===== config.mk =====
export PLATFORM = sky130hd
export DESIGN_NAME = regfile_mp
export DESIGN_NICKNAME = d
export VERILOG_FILES = /design/src/rtl/regfile_pkg.sv /design/src/rtl/regfile_scoreboard.sv /design/src/rtl/regfile_mp.sv
export SDC_FILE = /design/constraint.sdc
export NUM_CORES = 2
export LEC_CHECK = 0
export CORE_ASPECT_RATIO = 0.75
export CORE_MARGIN = 2
export CORE_UTILIZATION = 63
export CTS_CLUSTER_SIZE = 25
export DETAILED_ROUTE_END_ITERATION = 10
export HOLD_SLACK_MARGIN = 0.12
export PLACE_DENSITY = 0.82
export SETUP_SLACK_MARGIN = 0.02
export SLEW_MARGIN = 20
export SYNTH_ARGS = -nofsm -noshare
export SYNTH_HDL_FRONTEND = slang
export SYNTH_HIERARCHICAL = 1
export SYNTH_SLANG_ARGS = --single-unit

===== constraint.sdc =====
create_clock -name clk -period 2.8 [get_ports clk]
set_clock_uncertainty 0.1 [all_clocks]
set_input_delay 0.42 -clock clk [delete_from_list [all_inputs] [get_ports clk]]
set_output_delay 0.42 -clock clk [all_outputs]
set_load 0.005 [all_outputs]

===== src/rtl/regfile_pkg.sv =====
// Shared types and helpers for the multi-port integer register file.
package regfile_pkg;

  localparam int DEF_XLEN  = 32;
  localparam int DEF_NREGS = 32;
  localparam int ZERO_IDX  = 0;

  // Index width for a register count; never narrower than one bit.
  function automatic int idx_width(input int nregs);
    return (nregs <= 2) ? 1 : $clog2(nregs);
  endfunction

  localparam int DEF_AW = idx_width(DEF_NREGS);

  typedef logic [DEF_AW-1:0]   reg_idx_t;
  typedef logic [DEF_XLEN-1:0] xlen_t;

endpackage


===== src/rtl/regfile_scoreboard.sv =====
// Pending-write scoreboard: one bit per register, set on issue, cleared on writeback.
module regfile_scoreboard
  import regfile_pkg::*;
#(
  parameter int NREGS    = 32,
  parameter int NRD      = 2,
  parameter int AW       = 5,
  parameter int BYPASS   = 1,
  parameter int ZERO_REG = 1
) (
  input  logic              clk,
  input  logic              reset_n,
  input  logic              wr_en,
  input  logic [AW-1:0]     wr_index,
  input  logic              issue_en,
  input  logic [AW-1:0]     issue_index,
  input  logic [NRD-1:0]    rd_en,
  input  logic [NRD*AW-1:0] rd_index,
  output logic [NRD-1:0]    busy,
  output logic              pend_any
);

  logic [NREGS-1:0] pend_q, pend_d;
  logic             pend_any_q, pend_any_d;

  // Issue is applied after the clear so a new producer supersedes the old one.
  always_comb begin
    pend_d = pend_q;
    if (wr_en)
      pend_d[wr_index] = 1'b0;
    if (issue_en)
      pend_d[issue_index] = 1'b1;
    if (ZERO_REG != 0)
      pend_d[ZERO_IDX] = 1'b0;
    pend_any_d = |pend_d;
  end

  always_ff @(posedge clk or negedge reset_n) begin
    if (!reset_n) begin
      pend_q     <= '0;
      pend_any_q <= 1'b0;
    end else begin
      pend_q     <= pend_d;
      pend_any_q <= pend_any_d;
    end
  end

  assign pend_any = pend_any_q;

  for (genvar p = 0; p < NRD; p++) begin : g_busy
    logic [AW-1:0] idx;
    logic          fwd;
    logic          reissue;
    logic          busy_c;

    assign idx = rd_index[p*AW +: AW];

    always_comb begin
      fwd     = (BYPASS != 0) && wr_en && (wr_index == idx)
                && !((ZERO_REG != 0) && (idx == AW'(ZERO_IDX)));
      reissue = issue_en && (issue_index == idx);
      busy_c  = rd_en[p] && pend_q[idx] && !(fwd && !reissue);
    end

    assign busy[p] = busy_c;
  end

endmodule


===== src/rtl/regfile_mp.sv =====
// Parametrised multi-read-port register file with bypass, zero register,
// optional registered read and a pending-write scoreboard.
module regfile_mp
  import regfile_pkg::*;
#(
  parameter int XLEN      = 32,
  parameter int NREGS     = 32,
  parameter int NRD       = 2,
  parameter int SYNC_READ = 0,
  parameter int BYPASS    = 1,
  parameter int ZERO_REG  = 1,
  localparam int AW       = idx_width(NREGS)
) (
  input  logic                clk,
  input  logic                reset_n,
  input  logic                wr_en,
  input  logic [AW-1:0]       wr_index,
  input  logic [XLEN-1:0]     wr_data,
  input  logic                issue_en,
  input  logic [AW-1:0]       issue_index,
  input  logic [NRD-1:0]      rd_en,
  input  logic [NRD*AW-1:0]   rd_index,
  output logic [NRD*XLEN-1:0] rd_data,
  output logic [NRD-1:0]      rd_valid,
  output logic [NRD-1:0]      rd_busy,
  output logic                pend_any
);

  logic [XLEN-1:0]     mem_q [NREGS];
  logic [XLEN-1:0]     mem_d [NREGS];
  logic                wr_ok;
  logic [NRD*XLEN-1:0] rd_val_c;
  logic [NRD-1:0]      busy_c;

  assign wr_ok = wr_en && !((ZERO_REG != 0) && (wr_index == AW'(ZERO_IDX)));

  always_comb begin
    mem_d = mem_q;
    if (wr_ok)
      mem_d[wr_index] = wr_data;
  end

  always_ff @(posedge clk or negedge reset_n) begin
    if (!reset_n) begin
      for (int i = 0; i < NREGS; i++)
        mem_q[i] <= '0;
    end else begin
      mem_q <= mem_d;
    end
  end

  regfile_scoreboard #(
    .NREGS    (NREGS),
    .NRD      (NRD),
    .AW       (AW),
    .BYPASS   (BYPASS),
    .ZERO_REG (ZERO_REG)
  ) u_scoreboard (
    .clk         (clk),
    .reset_n     (reset_n),
    .wr_en       (wr_en),
    .wr_index    (wr_index),
    .issue_en    (issue_en),
    .issue_index (issue_index),
    .rd_en       (rd_en),
    .rd_index    (rd_index),
    .busy        (busy_c),
    .pend_any    (pend_any)
  );

  for (genvar p = 0; p < NRD; p++) begin : g_rd
    logic [AW-1:0]   idx;
    logic            hit;
    logic [XLEN-1:0] val;

    assign idx = rd_index[p*AW +: AW];

    always_comb begin
      hit = (BYPASS != 0) && wr_en && (wr_index == idx)
            && !((ZERO_REG != 0) && (idx == AW'(ZERO_IDX)));
      val = '0;
      if (!rd_en[p])
        val = '0;
      else if ((ZERO_REG != 0) && (idx == AW'(ZERO_IDX)))
        val = '0;
      else if (hit)
        val = wr_data;
      else
        val = mem_q[idx];
    end

    assign rd_val_c[p*XLEN +: XLEN] = val;
  end

  if (SYNC_READ != 0) begin : g_sync
    logic [NRD*XLEN-1:0] rd_data_q, rd_data_d;
    logic [NRD-1:0]      rd_valid_q, rd_valid_d;
    logic [NRD-1:0]      rd_busy_q, rd_busy_d;

    // Disabled ports already carry zero data and zero busy from the read stage.
    always_comb begin
      rd_data_d  = rd_val_c;
      rd_valid_d = rd_en;
      rd_busy_d  = busy_c;
    end

    always_ff @(posedge clk or negedge reset_n) begin
      if (!reset_n) begin
        rd_data_q  <= '0;
        rd_valid_q <= '0;
        rd_busy_q  <= '0;
      end else begin
        rd_data_q  <= rd_data_d;
        rd_valid_q <= rd_valid_d;
        rd_busy_q  <= rd_busy_d;
      end
    end

    assign rd_data  = rd_data_q;
    assign rd_valid = rd_valid_q;
    assign rd_busy  = rd_busy_q;
  end else begin : g_comb
    assign rd_data  = rd_val_c;
    assign rd_valid = rd_en;
    assign rd_busy  = busy_c;
  end

endmodule


==> results.md <==
Timing:
- Setup repair after global routing could not meet its margin everywhere.
- The number of hold violations in the final report is 0.
- For the finished layout, the period the worst path requires is 3.31 ns.
- The relative slew slack is 0.404.
- The number of setup violations in the final report is 65.
- The count of pins over their slew limit is 0.
- For the pin with the worst max-slew slack, the measured transition is 0.894 ns.
- The setup slack after layout is -0.509 ns.
- The post-route clock period utilization is 1.18.
- The sum of negative setup slack is -13.87 ns.
- The maximum clock frequency is 0.302 GHz.

Setup path:
- The depth of the worst register-to-register path is 6.
- The critical path is of the primary input to output pin type.
- The signal on the critical path passes through buf_16 > buf_4 > buf_4 > buf_12 > buf_4 > mux2i_1 > a221oi_1 > o211ai_1 > a31oi_4 > buf_2.
- On the critical path, the stage with the largest delay is an instance of sky130_fd_sc_hd__a221oi_1.
- The type of element launching the critical path is a primary input.
- The data required time at the worst endpoint is 2.28 ns.
- The nature of the critical path endpoint is an output pin.
- The arrival time at the worst endpoint is 2.79 ns.
- Of all nets on the critical path, the largest fanout is 10.
- The largest single stage delay on the critical path is 0.49 ns.
- The most prevalent standard cell on the critical path is sky130_fd_sc_hd__buf_4.

Layout:
- The fill cell instance count of the final layout is 4565.
- The sequential cell area is 26400 um2.
- The fraction of final layout cells with drive strength greater than 1 is 0.536.
- For this run, the share of the core covered by cells in the final layout is 0.783.
- The relative area change from synthesis to final layout is 23.3%.
- The non-filler instance count after layout is 6053.
- The multi-input combinational cells in the finished layout cover a total of 30600 um2.
- Leaving out fill and tap cells, the most frequent cell in the layout is sky130_fd_sc_hd__mux2_2.
- The library cells used most frequently in the layout, excluding fill and tap cells, are 1070 x sky130_fd_sc_hd__mux2_2, 1056 x sky130_fd_sc_hd__dfrtp_1, 490 x sky130_fd_sc_hd__buf_4.
- The number of nets at the end of the flow is 4784.

Logic synthesis:
- After synthesis, the cell types taking the most area are sky130_fd_sc_hd__dfrtp_1 46%, sky130_fd_sc_hd__mux2_2 21%, sky130_fd_sc_hd__mux4_2 12%.
- After synthesis the cells add up to 58000 um2.
- Counting flops with a built-in enable in the synthesized netlist gives 0.
- The dominant register cell in the synthesized netlist is sky130_fd_sc_hd__dfrtp_1.
- The multiplexer share of the synthesized area is 0.397.
- The sequential fraction of the synthesis area is 0.456.
- The post-synthesis cell type with the largest combined area is sky130_fd_sc_hd__dfrtp_1.
- Yosys printed 6 warnings.
- Counting every net in the synthesized netlist gives 4313.
- The share of flip-flops with an asynchronous set or reset after synthesis is 1.00.
- The number of distinct library cell variants in the gate-level netlist after synthesis is 58.
- The compound-gate portion of the synthesized area is 0.0783.
- The adder-cell share of the synthesized area is 0.
- Of the post-synthesis cell area, the dominant cell type holds 0.456.
- The mean instance size in the synthesized netlist is 13.6 um2.
- The combinational family with the most area after synthesis is multiplexers.
- Of the total synthesized cell area, the portion taken by AND, OR, NAND and NOR gates is 0.0226.
- The count of mapped cells out of synthesis is 4255.
- Of the total synthesized cell area, the portion taken by XOR and XNOR cells is 0.00408.
- Counting flops and latches in the post-synthesis netlist gives 1056.

Routing:
- After detailed routing, the total wire length is 232 mm.
- The first detailed-routing pass ran for 11 iterations.
- For this block, the via count after detailed routing is 47300.
- The average wire per cell in the routed design is 38.3 um.
- After detailed routing, the number of vias per cell comes to 7.82.
- The DRC violations left is 2.
- In this run, the number of DRC markers left after iteration 0 of detailed routing was 8348.
- The count of nets left with antenna violations once routing finished came out at 0.

Run status:
- The flow ran to the end, but the final reports show violations.
- The checks that failed: DRC, setup timing.

Power and ir drop:
- Dividing total power by cell area gives a power density of 670 nW/um2.
- The analysis attributes to cell leakage a power of 31.7 nW.
- The worst voltage drop across the vdd grid is 0.538 mV.

Floorplan:
- The core region is 91300 um2.
- The number of cell rows is 96.
- The width of the die is 354 um.
- For this configuration, the core starts out at a cell density of 0.635.
- The I/O pin count is 127.
- The die boundary height is 267 um.
- The die covers 94500 um2.

Clock network:
- The clock passes through at most 3 buffers.
- The count of clock tree sinks is 1056.
- The maximum level of the CTS H-tree is 3.
- The post-CTS clock slew at the launch and capture registers of the worst setup and hold paths is 0.06 ns.
- The clock buffer count from CTS is 104.
- The CTS root buffer is sky130_fd_sc_hd__clkbuf_16.
- TritonCTS built the clock tree.
- The clock latency reported for the late side of the worst-skew pair is 0.74 ns.

Placed design:
- After detailed placement, the design holds a cell count of 5633.
- The number of port buffers is 126.
- The weighted congestion at the end of routability-driven global placement is 0.948.
- The detailed-placement wirelength estimate is 128 mm.
- Timing analysis after detailed placement gives a worst setup slack of -1.06 ns.

Job:
- The tool flagged a number of max-cap violations equal to 0.

Global route:
- The global-route usage over all layers is 0.457.
- Entering global routing, the biggest net connects 96 pins.
- The first-pass GRT wire length is 316 mm.
- The remaining global-route overflow is 0.
- The number of antenna violations at the first check in global routing came to 26.
- The number of global-route vias before repair was 47100.

Hold path:
- In this run the worst hold path is classified as primary input to async pin.
-- routing by layer --
metal / GRT usage / share of wire
met2: 0.634 / 0.40
met5: 0.0231 / 0.0015
met3: 0.207 / 0.18
met1: 0.576 / 0.33
met4: 0.304 / 0.093
-- per-stage QoR --
stage	instance area (um2)	hold WS (ns)	total power (W)
final	71500	0.165	0.0479
after global routing	71400	0.200	0.0490
after CTS	70200	0.184	0.0462
after detailed placement	64200	0.288	0.0306
after global placement	64100	0.285	0.0299
after floorplan	58000	0.0244	0.0267
-- worst paths after layout --
check / startpoint / to / slack, ns
min reg2reg: mem_q[1012] / mem_q[1012] / 0.31
min: reset_n / mem_q[781] / 0.16
max in group asynchronous: reset_n / mem_q[710] / 1.43
max: rd_index[5] / rd_data[41] / -0.51
max reg2reg: u_scoreboard/pend_q[25] / u_scoreboard/pend_any / 1.07
min in group clk: wr_index[2] / u_scoreboard/pend_q[2] / 0.29
-- cells in the mapped netlist, types with 62 or more instances --
| library cell | instances |
|---|---|
| sky130_fd_sc_hd__o21ai_0 | 155 |
| sky130_fd_sc_hd__clkbuf_1 | 234 |
| sky130_fd_sc_hd__a31oi_1 | 64 |
| sky130_fd_sc_hd__dfrtp_1 | 1056 |
| sky130_fd_sc_hd__o2111ai_1 | 65 |
| sky130_fd_sc_hd__mux2i_1 | 418 |
| sky130_fd_sc_hd__a22o_1 | 62 |
| sky130_fd_sc_hd__a221oi_1 | 64 |
| sky130_fd_sc_hd__o211ai_1 | 65 |
| sky130_fd_sc_hd__buf_2 | 120 |
| sky130_fd_sc_hd__a22oi_1 | 64 |
| sky130_fd_sc_hd__mux2_2 | 1070 |
| sky130_fd_sc_hd__nand2_1 | 90 |
| sky130_fd_sc_hd__mux4_2 | 300 |
-- logic make-up (layout without fill, tap and decap cells) --
logic type | Yosys count | after routing
compound gates | 640 | 641
xor+xnor | 27 | 27
buf+inv | 493 | 1050
flops | 1056 | 1056
mux | 1788 | 1788
other cells | 0 | 14
simple gates | 251 | 252
-- sequential cells by signal, indices dropped and copies added (netlist names) --
name,flops
u_scoreboard/pend_any,1
mem_q,1024
u_scoreboard/pend_q,31
-- report_power, final --
| group | internal [W] | leakage (nW) | switching (W) |
|---|---|---|---|
| Combinational | 0.00636 | 16.4 | 0.00546 |
| Sequential | 0.0182 | 13.5 | 0.00255 |
| Clock | 0.00877 | 1.80 | 0.00654 |
-- area by class of cell --
type	count	share of cell area
Timing Repair Buffer	852	0.129
Antenna cell	14	0.000490
Clock buffer	143	0.0413
Sequential cell	1056	0.370
Inverter	4	0.000263
Clock inverter	51	0.00961
Multi-Input combinational cell	2708	0.429
Tap cell	1225	0.0214
-- critical path, delay by kind of cell --
family                 cells  cell delay (ns)
AO/OA/AOI/OAI              3             1.21
multiplexers               1             0.18
buffers and inverters      6             0.96
-- timing repair --
action                                 in CTS  in global routing
setup endpoints to repair                  66                 66
cloned                                     16                  3
endpoints found under the hold margin     366                  0
pin swaps                                 108                 72
gates resized for setup                   544                116
hold buffers                                1                  0
buffers inserted                          123                 80
Power figures use the tool's default switching activity.
